==> src/rtl/link_pkg.sv <==
// Shared definitions for the buffered four-phase link slave.
// Holds the FSM state type and the default parameter values.
package link_pkg;

    typedef enum logic [1:0] {
        IDLE     = 2'd0,
        LATCH    = 2'd1,
        HOLD_ACK = 2'd2,
        WAIT_REQ = 2'd3
    } link_state_t;

    localparam int LINK_DATA_W_DEF   = 8;
    localparam int LINK_DEPTH_DEF    = 4;
    localparam int LINK_ACK_HOLD_DEF = 2;

endpackage

==> src/rtl/link_sync_fifo.sv <==
// Single-clock FIFO with a registered head word.
// The head register is loaded from the array (registered read) or bypassed
// from the write port when the incoming word becomes the new head.
module link_sync_fifo import link_pkg::*; #(
    parameter int DATA_W = LINK_DATA_W_DEF,
    parameter int DEPTH  = LINK_DEPTH_DEF,
    localparam int CNT_W = $clog2(DEPTH) + 1,
    localparam int PTR_W = $clog2(DEPTH)
) (
    input  logic              clk,
    input  logic              rst,
    input  logic              push,
    input  logic [DATA_W-1:0] push_data,
    input  logic              pop,
    output logic [DATA_W-1:0] head_data,
    output logic [CNT_W-1:0]  level,
    output logic              full,
    output logic              empty
);

    logic [DATA_W-1:0] mem [DEPTH];
    logic [PTR_W-1:0]  wr_ptr_reg;
    logic [PTR_W-1:0]  rd_ptr_reg;
    logic [PTR_W-1:0]  rd_ptr_next;
    logic [CNT_W-1:0]  count_reg;
    logic [DATA_W-1:0] head_reg;
    logic              push_eff;
    logic              pop_eff;
    logic              head_bypass;

    assign full  = (count_reg == CNT_W'(DEPTH));
    assign empty = (count_reg == '0);

    // A pop on an empty FIFO is ignored; a push on a full one only if it pops too
    assign pop_eff  = pop && !empty;
    assign push_eff = push && (!full || pop_eff);

    assign rd_ptr_next = pop_eff ? rd_ptr_reg + PTR_W'(1) : rd_ptr_reg;

    // The written word is the head after this edge when nothing older remains
    assign head_bypass = push_eff && (empty || ((count_reg == CNT_W'(1)) && pop_eff));

    // Storage array: no reset so it maps onto RAM
    always_ff @(posedge clk) begin
        if (push_eff) begin
            mem[wr_ptr_reg] <= push_data;
        end
    end

    // Pointers and occupancy; power-of-two depth lets the pointers wrap naturally
    always_ff @(posedge clk) begin
        if (!rst) begin
            wr_ptr_reg <= '0;
            rd_ptr_reg <= '0;
            count_reg  <= '0;
        end else begin
            rd_ptr_reg <= rd_ptr_next;
            if (push_eff) begin
                wr_ptr_reg <= wr_ptr_reg + PTR_W'(1);
            end
            case ({push_eff, pop_eff})
                2'b10:   count_reg <= count_reg + CNT_W'(1);
                2'b01:   count_reg <= count_reg - CNT_W'(1);
                default: count_reg <= count_reg;
            endcase
        end
    end

    // Registered head word, valid whenever the FIFO is non-empty
    always_ff @(posedge clk) begin
        if (!rst) begin
            head_reg <= '0;
        end else if (head_bypass) begin
            head_reg <= push_data;
        end else begin
            head_reg <= mem[rd_ptr_next];
        end
    end

    assign head_data = head_reg;
    assign level     = count_reg;

endmodule

==> src/rtl/link_slave_fifo.sv <==
// Four-phase link slave feeding a FIFO with a valid/ready output side.
// While the FIFO is full the slave holds off ack rather than dropping words.
// Optional even-parity checking on the link is enabled by LINK_PARITY_EN.
module link_slave_fifo import link_pkg::*; #(
    parameter int DATA_W   = LINK_DATA_W_DEF,
    parameter int DEPTH    = LINK_DEPTH_DEF,
    parameter int ACK_HOLD = LINK_ACK_HOLD_DEF,
    localparam int CNT_W   = $clog2(DEPTH) + 1
) (
    input  logic              clk,
    input  logic              rst,
    input  logic              req,
    input  logic [DATA_W-1:0] data,
    output logic              ack,
    output logic [DATA_W-1:0] out_data,
    output logic              out_valid,
    input  logic              out_ready,
    output logic [CNT_W-1:0]  level,
`ifdef LINK_PARITY_EN
    input  logic              par,
    output logic              err,
`endif
    output logic              stall
);

    localparam int HOLD_W = $clog2(ACK_HOLD + 1);

    link_state_t       state_reg;
    logic [HOLD_W-1:0] hold_cnt_reg;
    logic              ack_reg;
    logic              stall_reg;
    logic              word_ok;
    logic              fifo_push;
    logic              fifo_full;
    logic              fifo_empty;

`ifdef LINK_PARITY_EN
    logic err_reg;
    assign word_ok = ~(^{data, par});
`else
    assign word_ok = 1'b1;
`endif

    // The word on the link is captured while leaving LATCH
    assign fifo_push = (state_reg == LATCH) && word_ok;

    link_sync_fifo #(
        .DATA_W (DATA_W),
        .DEPTH  (DEPTH)
    ) u_fifo (
        .clk       (clk),
        .rst       (rst),
        .push      (fifo_push),
        .push_data (data),
        .pop       (out_ready),
        .head_data (out_data),
        .level     (level),
        .full      (fifo_full),
        .empty     (fifo_empty)
    );

    // Handshake FSM with ack hold counter; full is only looked at in IDLE
    always_ff @(posedge clk) begin
        if (!rst) begin
            state_reg    <= IDLE;
            ack_reg      <= 1'b0;
            hold_cnt_reg <= '0;
            stall_reg    <= 1'b0;
        end else begin
            stall_reg <= 1'b0;
            case (state_reg)
                IDLE: begin
                    ack_reg   <= 1'b0;
                    stall_reg <= req && fifo_full;
                    if (req && !fifo_full) begin
                        state_reg <= LATCH;
                    end
                end
                LATCH: begin
                    ack_reg      <= 1'b1;
                    hold_cnt_reg <= '0;
                    state_reg    <= HOLD_ACK;
                end
                HOLD_ACK: begin
                    hold_cnt_reg <= hold_cnt_reg + HOLD_W'(1);
                    if (hold_cnt_reg == HOLD_W'(ACK_HOLD - 1)) begin
                        ack_reg   <= 1'b0;
                        state_reg <= WAIT_REQ;
                    end
                end
                WAIT_REQ: begin
                    ack_reg <= 1'b0;
                    if (!req) begin
                        state_reg <= IDLE;
                    end
                end
                default: begin
                    ack_reg   <= 1'b0;
                    state_reg <= IDLE;
                end
            endcase
        end
    end

`ifdef LINK_PARITY_EN
    // Sticky parity error: set by a bad word in LATCH, cleared only by reset
    always_ff @(posedge clk) begin
        if (!rst) begin
            err_reg <= 1'b0;
        end else if ((state_reg == LATCH) && !word_ok) begin
            err_reg <= 1'b1;
        end
    end
    assign err = err_reg;
`endif

    assign ack       = ack_reg;
    assign stall     = stall_reg;
    assign out_valid = !fifo_empty;

endmodule
==> config.mk <==
export PLATFORM = sky130hd
export DESIGN_NAME = link_slave_fifo
export DESIGN_NICKNAME = d
export VERILOG_FILES = /design/src/rtl/link_pkg.sv /design/src/rtl/link_sync_fifo.sv /design/src/rtl/link_slave_fifo.sv
export SDC_FILE = /design/constraint.sdc
export NUM_CORES = 1
export LEC_CHECK = 0
export ABC_AREA = 1
export CAP_MARGIN = 20
export CORE_MARGIN = 2
export CORE_UTILIZATION = 40
export CTS_BUF_LIST = sky130_fd_sc_hd__clkbuf_2 sky130_fd_sc_hd__clkbuf_4 sky130_fd_sc_hd__clkbuf_8
export DETAILED_ROUTE_END_ITERATION = 12
export GPL_TIMING_DRIVEN = 0
export SYNTH_ARGS = -nofsm -noshare
export SYNTH_HDL_FRONTEND = slang
export SYNTH_HIERARCHICAL = 1
export SYNTH_SLANG_ARGS = --single-unit
==> constraint.sdc <==
create_clock -name clk -period 2.2 [get_ports clk]
set_clock_uncertainty 0.15 [all_clocks]
set_input_delay 0.22 -clock clk [delete_from_list [all_inputs] [get_ports clk]]
set_output_delay 0.22 -clock clk [all_outputs]
set_load 0.01 [all_outputs]
; ---- Word level (Yosys, flattened, before mapping)
; Memories as Yosys holds them, arrays and structs flattened.
; Index checks and enable logic that the tools add are counted.
[op_classes]
n_reduce_logical = 17
addsub = 5
n_mux = 12
eq_ne = 11
[ops]
columns = operator, n
row1 = $mux W2, 4
row2 = $mux W8, 1
row3 = $pmux W2 S4, 1
row4 = $add A2 B1 Y2 const B, 3
row5 = $eq A2 B1 Y1 const B, 3
row6 = $eq A2 B2 Y1 const B, 3
row7 = $logic_and A1 B1 Y1, 6
row8 = $ne A2 B2 Y1 const B, 3
row9 = $pmux W3 S2, 1
row10 = $pmux W2 S2, 1
row11 = $reduce_bool A2 Y1, 2
row12 = $add A3 B1 Y3 const B, 1
row13 = $eq A3 B1 Y1 const B, 1
row14 = $eq A3 B3 Y1 const B, 1
row15 = $logic_not A3 Y1, 1
row16 = $mux W1, 3
row17 = $pmux W1 S3, 1
row18 = $reduce_and A3 Y1, 1
row19 = $sub A3 B1 Y3 const B, 1
row20 = $logic_not A1 Y1, 2
row21 = $logic_not A2 Y1, 1
row22 = $logic_or A1 B1 Y1, 2
row23 = $reduce_and A2 Y1, 1
row24 = $reduce_or A2 Y1, 1
[word_totals]
memories = 1
mem_bits_rw = 32
reg_bits = 21
[memory_table]
columns = name, words, word_bits, rd, rd_ports_with_merged_regs, write_ports, line
row1 = u_fifo.mem, 4, 8, 1, 0, 1, link_sync_fifo.sv:21  ; logic [DATA_W-1:0] mem [DEPTH];

; ---- Depth between registers and ports, before layout
; Gate-level depths: netlist of run 1.
[logic_depth]
depth_word = 7
mapped_depth = 12
ltp_nobuf = 11

; ---- Hierarchy
; The synthesis of run 1 kept the hierarchy.
[by_module_without_submodules]
columns = module, instances, cells_each, area_each_um2, seq_area_each_um2
row1 = link_sync_fifo, 1, 239, 2238.4, 1261.2
row2 = link_slave_fifo, 1, 52, 370.4, 120.1

; ---- Worst setup path after synthesis of run 1
; No wires, ideal clock.
[synth_timing]
kind = reg2reg
start = reg u_fifo.count_reg[0] (netlist: u_fifo/level[0])
end = mem u_fifo/mem[0][0] (netlist name), enable pin
t_arrival_ps = 1348
path_stages_with_launch = 6
required_time_ps = 1679
setup_slack_ps = 331
setup_time_ps = 371
path_buffers = 0
path_cell_list = dfxtp_1 inv_1 ha_1 nand2_1 o21ai_2 nor2_1
[synth_between]
elab_chain_cells = 7
[synth_rtl]
columns = element, line
row1 = "start, declared", link_sync_fifo.sv:25  ; logic [CNT_W-1:0] count_reg;
row2 = "start signal, assigned", link_sync_fifo.sv:62  ; 2'b10: count_reg <= count_reg + CNT_W'(1);
row3 = "start signal, assigned", link_sync_fifo.sv:63  ; 2'b01: count_reg <= count_reg - CNT_W'(1);
row4 = "start signal, assigned", link_sync_fifo.sv:64  ; default: count_reg <= count_reg;
row5 = $logic_not A3 Y1, link_sync_fifo.sv:32  ; assign empty = (count_reg == '0);
row6 = $logic_not A1 Y1, link_sync_fifo.sv:35  ; assign pop_eff = pop && !empty;
row7 = $logic_and A1 B1 Y1, link_sync_fifo.sv:35
row8 = $logic_or A1 B1 Y1 *, link_sync_fifo.sv:36  ; assign push_eff = push && (!full || pop_eff);
row9 = $logic_and A1 B1 Y1 *, link_sync_fifo.sv:36
row10 = $mux W1 *, link_sync_fifo.sv:45  ; if (push_eff) begin
row11 = $mux W1 (implied by the code) *, link_sync_fifo.sv:46  ; mem[wr_ptr_reg] <= push_data;
row12 = "end, declared", link_sync_fifo.sv:21
; Mark *: on every way between the ends. The rest lies on a longest branch, timed or not.

; ---- Worst setup path in the final report of run 1
[layout_timing]
start = reg state_reg[1]
end = mem u_fifo/mem[0][4] (netlist name), enable pin
[layout_between]
elab_chain_cells = 4
[layout_rtl]
columns = element, line
row1 = "start, declared", link_slave_fifo.sv:28  ; link_state_t state_reg;
row2 = "start signal, assigned", link_slave_fifo.sv:65  ; state_reg <= IDLE;
row3 = "start signal, assigned", link_slave_fifo.sv:76  ; state_reg <= LATCH;
row4 = "start signal, assigned", link_slave_fifo.sv:82  ; state_reg <= HOLD_ACK;
row5 = $eq A2 B1 Y1, link_slave_fifo.sv:45  ; assign fifo_push = (state_reg == LATCH) && word_ok;
row6 = net fifo_push, link_slave_fifo.sv:33  ; logic fifo_push;
row7 = $logic_and A1 B1 Y1, link_sync_fifo.sv:36
row8 = $mux W1, link_sync_fifo.sv:45
row9 = $mux W1 (implied by the code), link_sync_fifo.sv:46
; The timed path passes the listed nets, and every way through them passes these cells.

==> flow_summary.json, run 1 <==
{
  "p_switching_mw": 1.64,
  "routed_wl_um": 4990,
  "gp_congestion": 0.773,
  "clk_latency_ns": 0.31,
  "reg2regPathDepth": 4,
  "seq_power_share": 0.345,
  "syn_avg_cell_area_um2": 8.96,
  "synth.most_common_cell": "inv_1",
  "hold_viol": 0,
  "cts_root_buf": "clkbuf_8",
  "met3_wirelength_um": 164,
  "drcViolationCount": 0,
  "worstReg2RegStart": "state_reg[1]$_SDFFE_PN0P_",
  "clockBufferDepth": 2,
  "clkTransAtPathRegs_ns": 0.10,
  "firstDrtPassIters": 4,
  "seqCellArea_um2": 1380,
  "die_h_um": 84.8,
  "grt_overflow": 0,
  "vias": 1860,
  "drive_above_1_share": 0.111,
  "synth.ff_latch_count": 53,
  "worst_pin_slew_ns": 0.744,
  "worst_hold_slack_ns": 0.323,
  "start_kind": "register",
  "htree_levels": 2,
  "synth_cells": 291,
  "hold_path_end": "hold_cnt_reg[1]$_SDFFE_PN0P_",
  "setup_ws_ns": 0.0399,
  "met1Wirelength_um": 2400,
  "path_max_fanout": 9,
  "syn_nets": 317,
  "postCtsHoldBufs": 0,
  "fp.coreArea_um2": 6310,
  "period_minus_slack_ns": 2.16,
  "vias_per_cell": 4.64,
  "relSlewSlack": 0.502,
  "max_cap_viol_count": 0,
  "initial_core_util": 0.413,
  "synth_top_area_frac": 0.368,
  "finalMaxSlewViolations": 0,
  "top_register": "u_fifo/mem",
  "synth_cell_types": 26,
  "synth_compound_area_frac": 0.0465,
  "cts.sinks": 53,
  "fmax_mhz": 463,
  "synthToLayoutAreaGrowth_pct": 18.4,
  "required_ns": 2.00,
  "dp_cells": 393,
  "regToRegEndpoint": "u_fifo/mem[0][4]$_DFFE_PP_",
  "finalSetupViolations": 0,
  "ant_nets": 0,
  "leakage_nw": 1.44,
  "synth_edf_count": 32,
  "n_antenna_cell": 0,
  "synthXorXnorAreaFrac": 0.00336,
  "largest_reg_flops": 32,
  "cpMaxStageDelayCell": "nor2_1",
  "synth-simple-area-share": 0.231,
  "multi_input_area_um2": 920,
  "dieArea_um2": 7180,
  "syn_area_um2": 2610,
  "post-synth-top-area-cell": "edfxtp_1",
  "ir_drop_mv": 0.564,
  "power_mw": 4.05,
  "drt_iter0_markers": 125,
  "async_reset_ff_frac": 0,
  "yosys-top-cells-count": "73 x inv_1, 43 x nand2_1, 42 x nand3_1, 32 x edfxtp_1, 21 x dfxtp_1",
  "synth_top_family_by_area": "simple AND/OR/NAND/NOR gates",
  "cp_data_arrival_time_ns": 1.96,
  "min_period_over_period": 0.982,
  "dieWidth_um": 84.8,
  "ys_warn_count": 6,
  "intPower_mw": 2.41,
  "n_fill_cell": 625,
  "grt_pass1_wl_um": 8380,
  "route.top_layer_used": "met4",
  "port_buffers": 25,
  "p_per_area_nw_per_um2": 1310,
  "hold_path_depth": 2,
  "ios": 26,
  "cts_setup_buffers": 0,
  "rsz0062_at_grt": "true",
  "dp_slack_ns": -0.193,
  "ys.flop_type": "edfxtp_1",
  "num-nets-final": 349,
  "grt_pass1_vias": 1782,
  "worstHoldPathType": "reg2reg",
  "path_cells": "inv_1 -> ha_1 -> o21ai_2 -> nor2_1",
  "wl_per_cell_um": 12.4,
  "worstSetupPathType": "reg2reg",
  "combPwrFrac": 0.483,
  "hp-start": "hold_cnt_reg[1]$_SDFFE_PN0P_",
  "cts_tree": "yes",
  "swShare": 0.406,
  "power_frac_clock": 0.172,
  "std_cell_rows": 29,
  "hpwl_um": 3430,
  "critPathCaptureType": "register",
  "tns_ns": 0,
  "grt_max_degree": 19,
  "outcome": "finished, final reports clean",
  "instances_no_fill": 401,
  "synthAdderAreaFrac": 0.0671,
  "grt_usage": 0.152,
  "synthMuxAreaShare": 0,
  "antenna_found_initial": 0,
  "rrSetupSlack_ns": 0.04,
  "cts_buffers": 5,
  "cp_slowest_stage_delay_ns": 0.61,
  "ys_seq_area_frac": 0.529,
  "synthTopCellsByArea": "edfxtp_1 37%, dfxtp_1 16%, inv_1 11%",
  "wl_met2_um": 2320
}
-- layout by cell type, fill, tap and decap left out --
master / n
bufinv_16: 1
a21oi_1: 9
nor2_1: 14
clkinv_4: 1
inv_1: 73
nand2_4: 3
nand3_2: 1
buf_2: 1
nand2_2: 4
buf_4: 1
nand3_1: 42
clkdlybuf4s50_1: 25
dfxtp_2: 2
dfxtp_1: 19
a211oi_1: 1
nand3b_4: 1
nor3_1: 1
nor2_2: 7
buf_6: 2
inv_8: 1
nand2_8: 1
nand3_4: 1
clkbuf_1: 1
xor2_1: 1
ha_1: 13
o21ai_2: 1
clkbuf_8: 5
nand2_1: 43
ha_2: 1
edfxtp_1: 32
nand4_1: 2
o21ai_0: 12
inv_2: 2
-- layer usage --
| layer | track usage | up-vias |
|---|---|---|
| li1 | - | 978 |
| met1 | 0.201 | 839 |
| met2 | 0.241 | 34 |
| met3 | 0.0275 | 9 |
| met4 | 0.0750 | 0 |
| met5 | 0 | - |
-- logic make-up after synthesis --
family / Yosys count
and+or+nand+nor: 120
buffers and inverters: 80
DFF: 53
AOI/OAI and AO/OA: 23
adders and majority gates: 14
xor gates and xnor gates: 1
-- through the flow --
stage | utilization | instance area, µm²
after floorplan | - | 2610
after global placement | 0.468 | 2960
after detailed placement | 0.468 | 2960
after CTS | 0.488 | 3080
after global routing | 0.489 | 3090
final | 0.489 | 3090
-- area by class of cell --
cell class / instances / share of cell area
timing repair buffer: 25 / 0.0810
multi-input combinational: 158 / 0.298
tap: 77 / 0.0312
buffer: 5 / 0.0126
clock buffer: 5 / 0.0223
clock inverter: 3 / 0.0162
sequential: 53 / 0.448
inverter: 75 / 0.0911
-- power by group through the flow --
stage / Combinational (mW) / Clock [mW] / Sequential (mW)
finish: 1.96 / 0.695 / 1.40
detailed placement: 1.94 / 0 / 1.42
CTS: 1.96 / 0.715 / 1.40
floorplan: 1.32 / 0 / 1.45
global route: 2.22 / 0.759 / 1.42
global placement: 1.93 / 0 / 1.41
-- what timing repair did --
| action | 4_1_cts | 5_1_grt |
|---|---|---|
| setup endpoints to repair | 17 | 17 |
| endpoints found under the hold margin | 0 | 0 |
| pin swaps | 0 | 1 |
| gates resized for setup | 3 | 3 |
-- worst max-delay path by stage --
stage | from | end | depth (start not counted)
after floorplan | u_fifo/level[0]$_SDFFE_PN0P_ | u_fifo/mem[0][0]$_DFFE_PP_ | 5
after global placement | out_ready | u_fifo/mem[2][5]$_DFFE_PP_ | 3
after detailed placement | out_ready | u_fifo/mem[2][5]$_DFFE_PP_ | 3
after CTS | u_fifo/level[1]$_SDFFE_PN0P_ | out_valid | 6
after global routing | state_reg[1]$_SDFFE_PN0P_ | u_fifo/mem[1][4]$_DFFE_PP_ | 4
final | state_reg[1]$_SDFFE_PN0P_ | u_fifo/mem[0][4]$_DFFE_PP_ | 4
-- critical path: cells and delay by family (launching register included) --
family,cells,cell delay (ns)
AND/OR/NAND/NOR,1,0.61
buffers and inverters,1,0.11
adder cells (fa/ha/maj),1,0.36
AO/OA/AOI/OAI,1,0.20
flip-flops,1,0.35
Note: power is estimated with default switching activity, not from simulation.
==> inputs of run 2 (changes only) <==
--- a/config.mk
+++ b/config.mk
@@ -12,6 +12,7 @@
 export CTS_BUF_LIST = sky130_fd_sc_hd__clkbuf_2 sky130_fd_sc_hd__clkbuf_4 sky130_fd_sc_hd__clkbuf_8
 export DETAILED_ROUTE_END_ITERATION = 12
 export GPL_TIMING_DRIVEN = 0
+export PLACE_DENSITY_LB_ADDON = 0.15
 export SYNTH_ARGS = -nofsm -noshare
 export SYNTH_HDL_FRONTEND = slang
 export SYNTH_HIERARCHICAL = 1
==> constraint.sdc (replaced) <==
create_clock -name clk -period 2.35 [get_ports clk]
set_clock_uncertainty 0.15 [all_clocks]
set_input_delay 0.235 -clock clk [delete_from_list [all_inputs] [get_ports clk]]
set_output_delay 0.235 -clock clk [all_outputs]
set_load 0.01 [all_outputs]
==> flow_summary.json, run 2 (synthesis results as in run 1) <==
{
  "firstDrtPassIters": 4,
  "cts_tree": "yes",
  "cts_buffers": 5,
  "grt_max_degree": 16,
  "vias": 1839,
  "min_period_over_period": 0.935,
  "dieWidth_um": 84.8,
  "p_per_area_nw_per_um2": 1200,
  "final_common_cell": "inv_1",
  "max_cap_viol_count": 0,
  "power_frac_clock": 0.139,
  "n_antenna_cell": 0,
  "worstReg2RegStart": "u_fifo/level[0]$_SDFFE_PN0P_",
  "cp_data_arrival_time_ns": 1.81,
  "path_cells": "inv_1 -> ha_1 -> nand2_2 -> inv_1 -> inv_1 -> clkdlybuf4s50_1",
  "die_h_um": 84.8,
  "path_max_fanout": 4,
  "routed_wl_um": 5320,
  "leakage_nw": 1.43,
  "hpwl_um": 3600,
  "rsz0062_at_grt": "false",
  "clkTransAtPathRegs_ns": 0.09,
  "critPathCaptureType": "output port",
  "swShare": 0.415,
  "grt_pass1_wl_um": 8670,
  "vias_per_cell": 4.59,
  "cp_slowest_stage_delay_ns": 0.52,
  "antenna_found_initial": 0,
  "top_register": "u_fifo/mem",
  "std_cell_rows": 29,
  "period_minus_slack_ns": 2.20,
  "multi_input_area_um2": 915,
  "worstSetupPathType": "reg2out",
  "htree_levels": 2,
  "worst_pin_slew_ns": 0.764,
  "drt_iter0_markers": 100,
  "ios": 26,
  "cpMaxStageDelayCell": "clkdlybuf4s50_1",
  "cts_root_buf": "clkbuf_8",
  "dieArea_um2": 7180,
  "outcome": "finished, final reports clean",
  "n_fill_cell": 629,
  "ir_drop_mv": 0.529,
  "seq_power_share": 0.355,
  "cts.sinks": 53,
  "grt_pass1_vias": 1777,
  "clk_latency_ns": 0.30,
  "hold_viol": 0,
  "layout_common_cells": "73 x inv_1, 43 x nand2_1, 42 x nand3_1",
  "reg2regPathDepth": 5,
  "largest_reg_flops": 32,
  "grt_overflow": 0,
  "hold_path_end": "hold_cnt_reg[1]$_SDFFE_PN0P_",
  "seqCellArea_um2": 1380,
  "fmax_mhz": 455,
  "ant_nets": 0,
  "intPower_mw": 2.15,
  "fin_util": 0.483,
  "fp.coreArea_um2": 6310,
  "grt_usage": 0.158,
  "required_ns": 1.97,
  "combPwrFrac": 0.506,
  "rrSetupSlack_ns": 0.19,
  "start_kind": "register",
  "regToRegEndpoint": "u_fifo/mem[1][1]$_DFFE_PP_",
  "hold_path_depth": 2,
  "wl_per_cell_um": 13.3,
  "hp-start": "hold_cnt_reg[1]$_SDFFE_PN0P_",
  "clockBufferDepth": 2,
  "port_buffers": 25,
  "relSlewSlack": 0.489,
  "postCtsHoldBufs": 0,
  "drive_above_1_share": 0.102,
  "worstHoldPathType": "reg2reg",
  "initial_core_util": 0.413,
  "synthToLayoutAreaGrowth_pct": 16.9,
  "power_mw": 3.67,
  "finalMaxSlewViolations": 0,
  "finalSetupViolations": 0,
  "p_switching_mw": 1.52,
  "num-nets-final": 349,
  "gp_congestion": 0.783,
  "drcViolationCount": 0,
  "cp_common_cell": "inv_1"
}
run 2: cell count changes in the layout (fill, tap and decap cells not counted), sizes merged:
cell,before,now
inv,76,75
bufinv,1,0
clkbuf,6,8
run 2: power by group through the flow:
| stage | clock [mW] | combinational, mW | sequential, mW |
|---|---|---|---|
| after global routing | 0.556 | 2.09 | 1.32 |
| after detailed placement | 0 | 1.85 | 1.33 |
| final | 0.511 | 1.85 | 1.30 |
| after floorplan | 0 | 1.24 | 1.35 |
| after global placement | 0 | 1.82 | 1.32 |
| after CTS | 0.525 | 1.85 | 1.31 |
run 2: timing repair:
action / CTS / global route
resized for setup: 0 / 3
setup buffers: 0 / 0
setup endpoints to repair: 0 / 24
run 2: area by class of cell:
| type | count | share of cell area |
|---|---|---|
| Buffer | 5 | 0.0127 |
| Clock buffer | 7 | 0.0275 |
| Clock inverter | 1 | 0.00123 |
| Inverter | 75 | 0.0923 |
| Multi-Input combinational cell | 158 | 0.300 |
| Sequential cell | 53 | 0.453 |
| Tap cell | 77 | 0.0316 |
| Timing Repair Buffer | 25 | 0.0820 |
run 2: worst max path at each step:
stage,start,endpoint,slack [ns],cells past startpoint
floorplan,u_fifo/level[0]$_SDFFE_PN0P_,u_fifo/mem[0][0]$_DFFE_PP_,0.48,5
CTS,u_fifo/level[0]$_SDFFE_PN0P_,u_fifo/mem[2][0]$_DFFE_PP_,0.03,5
finish,u_fifo/level[0]$_SDFFE_PN0P_,out_valid,0.15,6
global placement,out_ready,u_fifo/mem[2][0]$_DFFE_PP_,-0.05,3
detailed placement,out_ready,u_fifo/mem[2][0]$_DFFE_PP_,-0.08,3
global route,u_fifo/level[0]$_SDFFE_PN0P_,out_valid,0.04,6
run 2: per-stage QoR:
step | setup WS, ns | instance area (µm²) | TNS, ns | std cells | hold WS (ns)
floorplan | 0.481 | 2610 | 0 | 291 | 0.184
global placement | -0.0549 | 2960 | -0.435 | 393 | 0.307
detailed placement | -0.0774 | 2960 | -0.880 | 393 | 0.311
CTS | 0.0282 | 3040 | 0 | 401 | 0.324
global route | 0.0418 | 3050 | 0 | 401 | 0.351
finish | 0.154 | 3050 | 0 | 401 | 0.323
run 2: critical path: cells and delay by family (launching register included):
kind                       cells  cell delay (ns)
adders and majority gates      1             0.25
buffers and inverters          4             0.73
DFF                            1             0.38
and+or+nand+nor                1             0.16
run 2: metal layers:
metal  share of wire  global-route usage
met1            0.48               0.208
met4           0.011              0.0476
met3           0.028              0.0295
met2            0.48               0.264
met5               0                   0
==> inputs of run 3 (changes only) <==
==> constraint.sdc (replaced) <==
create_clock -name clk -period 2.1 [get_ports clk]
set_clock_uncertainty 0.15 [all_clocks]
set_input_delay 0.21 -clock clk [delete_from_list [all_inputs] [get_ports clk]]
set_output_delay 0.21 -clock clk [all_outputs]
set_load 0.01 [all_outputs]
==> flow_summary.json, run 3 (synthesis results as in run 1) <==
{
  "drt_iter0_markers": 97,
  "vias": 1854,
  "cpMaxStageDelayCell": "clkdlybuf4s50_1",
  "clk_latency_ns": 0.29,
  "drive_above_1_share": 0.117,
  "htree_levels": 2,
  "instances_no_fill": 402,
  "outcome": "finished, final reports clean",
  "required_ns": 1.74,
  "crit_buf_inv": 4,
  "layout_common_cells": "73 x inv_1, 43 x nand2_1, 42 x nand3_1",
  "die_h_um": 84.8,
  "p_per_area_nw_per_um2": 1340,
  "use_met3": 0.0295,
  "dp_cells": 393,
  "worstHoldPathType": "reg2reg",
  "max_cap_viol_count": 0,
  "port_buffers": 25,
  "n_antenna_cell": 0,
  "relSlewSlack": 0.610,
  "gr-usage-met2": 0.264,
  "hold_viol": 0,
  "start_kind": "register",
  "synthToLayoutAreaGrowth_pct": 17.7,
  "antenna_found_initial": 0,
  "cts_root_buf": "clkbuf_8",
  "dieArea_um2": 7180,
  "dp_slack_ns": -0.302,
  "worstSetupPathType": "reg2out",
  "postCtsHoldBufs": 0,
  "critPathCaptureType": "output port",
  "leakage_nw": 1.43,
  "cp_common_cell": "inv_1",
  "cts_tree": "yes",
  "final_common_cell": "inv_1",
  "grt_usage": 0.158,
  "largest_reg_flops": 32,
  "ir_drop_mv": 0.635,
  "fp.coreArea_um2": 6310,
  "cp_data_arrival_time_ns": 1.64,
  "tns_ns": 0,
  "setup_ws_ns": 0.0953,
  "drcViolationCount": 0,
  "fin_util": 0.486,
  "num-nets-final": 350,
  "grt_overflow": 0,
  "routed_wl_um": 5290,
  "clockBufferDepth": 2,
  "hpwl_um": 3600,
  "cts.sinks": 53,
  "ios": 26,
  "finalSetupViolations": 0,
  "vias_per_cell": 4.61,
  "gp_congestion": 0.783,
  "dieWidth_um": 84.8,
  "path_cells": "inv_1 -> ha_2 -> nand2_4 -> inv_1 -> inv_1 -> clkdlybuf4s50_1",
  "critPathTopFamily": "buffers and inverters",
  "power_mw": 4.13,
  "fmax_mhz": 499,
  "period_minus_slack_ns": 2.00,
  "cts_buffers": 5,
  "clkTransAtPathRegs_ns": 0.09,
  "min_period_over_period": 0.955,
  "busiest_layer": "met2",
  "initial_core_util": 0.413,
  "ant_nets": 0,
  "n_fill_cell": 627,
  "grt_pass1_vias": 1779,
  "finalMaxSlewViolations": 0,
  "grt_pass1_wl_um": 8690,
  "top_register": "u_fifo/mem",
  "wl_per_cell_um": 13.2,
  "cp_slowest_stage_delay_ns": 0.52,
  "worst_hold_slack_ns": 0.323,
  "post_dp_cell_area_um2": 2960,
  "final_cell_area_um2": 3070,
  "rsz0062_at_grt": "false",
  "use_met1": 0.209,
  "grt_max_degree": 16,
  "firstDrtPassIters": 4,
  "std_cell_rows": 29,
  "worst_pin_slew_ns": 0.585,
  "path_max_fanout": 4
}
==> run 3: worst paths after layout <==
path / startpoint / end / slack (ns) / cells after the start
hold / removal: hold_cnt_reg[1]$_SDFFE_PN0P_ / hold_cnt_reg[1]$_SDFFE_PN0P_ / 0.32 / 2
setup / recovery: u_fifo/level[1]$_SDFFE_PN0P_ / out_valid / 0.1 / 6
hold reg to reg: hold_cnt_reg[1]$_SDFFE_PN0P_ / hold_cnt_reg[1]$_SDFFE_PN0P_ / 0.32 / 2
setup reg to reg: state_reg[1]$_SDFFE_PN0P_ / u_fifo/mem[2][7]$_DFFE_PP_ / 0.1 / 4
==> run 3: repair_timing <==
action / 4_1_cts / 5_1_grt
pin swaps: 1 / 0
buffers inserted: 0 / 1
gates resized for setup: 8 / 0
setup endpoints to repair: 33 / 2
==> run 3: layout make-up <==
| cell class | instances | area [µm²] | share of cell area |
|---|---|---|---|
| Clock inverter | 1 | 3.75 | 0.00122 |
| Buffer | 5 | 38.8 | 0.0126 |
| Multi-Input combinational cell | 158 | 925 | 0.301 |
| Clock buffer | 7 | 83.8 | 0.0273 |
| Inverter | 75 | 282 | 0.0917 |
| Tap cell | 77 | 96.3 | 0.0314 |
| Timing Repair Buffer | 26 | 258 | 0.0839 |
| Sequential cell | 53 | 1380 | 0.451 |
==> run 3: tightest hold or removal path: stages, from the launching register on <==
cell	delay [ns]
dfxtp_1	0.32
nand2_1	0.06
a21oi_1	0.05
==> run 3: where the power goes <==
| part | total [mW] | switching [mW] | internal (mW) |
|---|---|---|---|
| Clock | 0.568 | 0.309 | 0.259 |
| Combinational | 2.10 | 1.29 | 0.809 |
| Sequential | 1.46 | 0.102 | 1.36 |
==> run 3: per-layer routing <==
metal | wire length (µm) | share of wire | vias to the layer above
li1 | - | - | 977
met1 | 2500 | 0.47 | 839
met2 | 2540 | 0.48 | 34
met3 | 196 | 0.037 | 4
met4 | 56 | 0.011 | 0
met5 | 0 | 0 | -
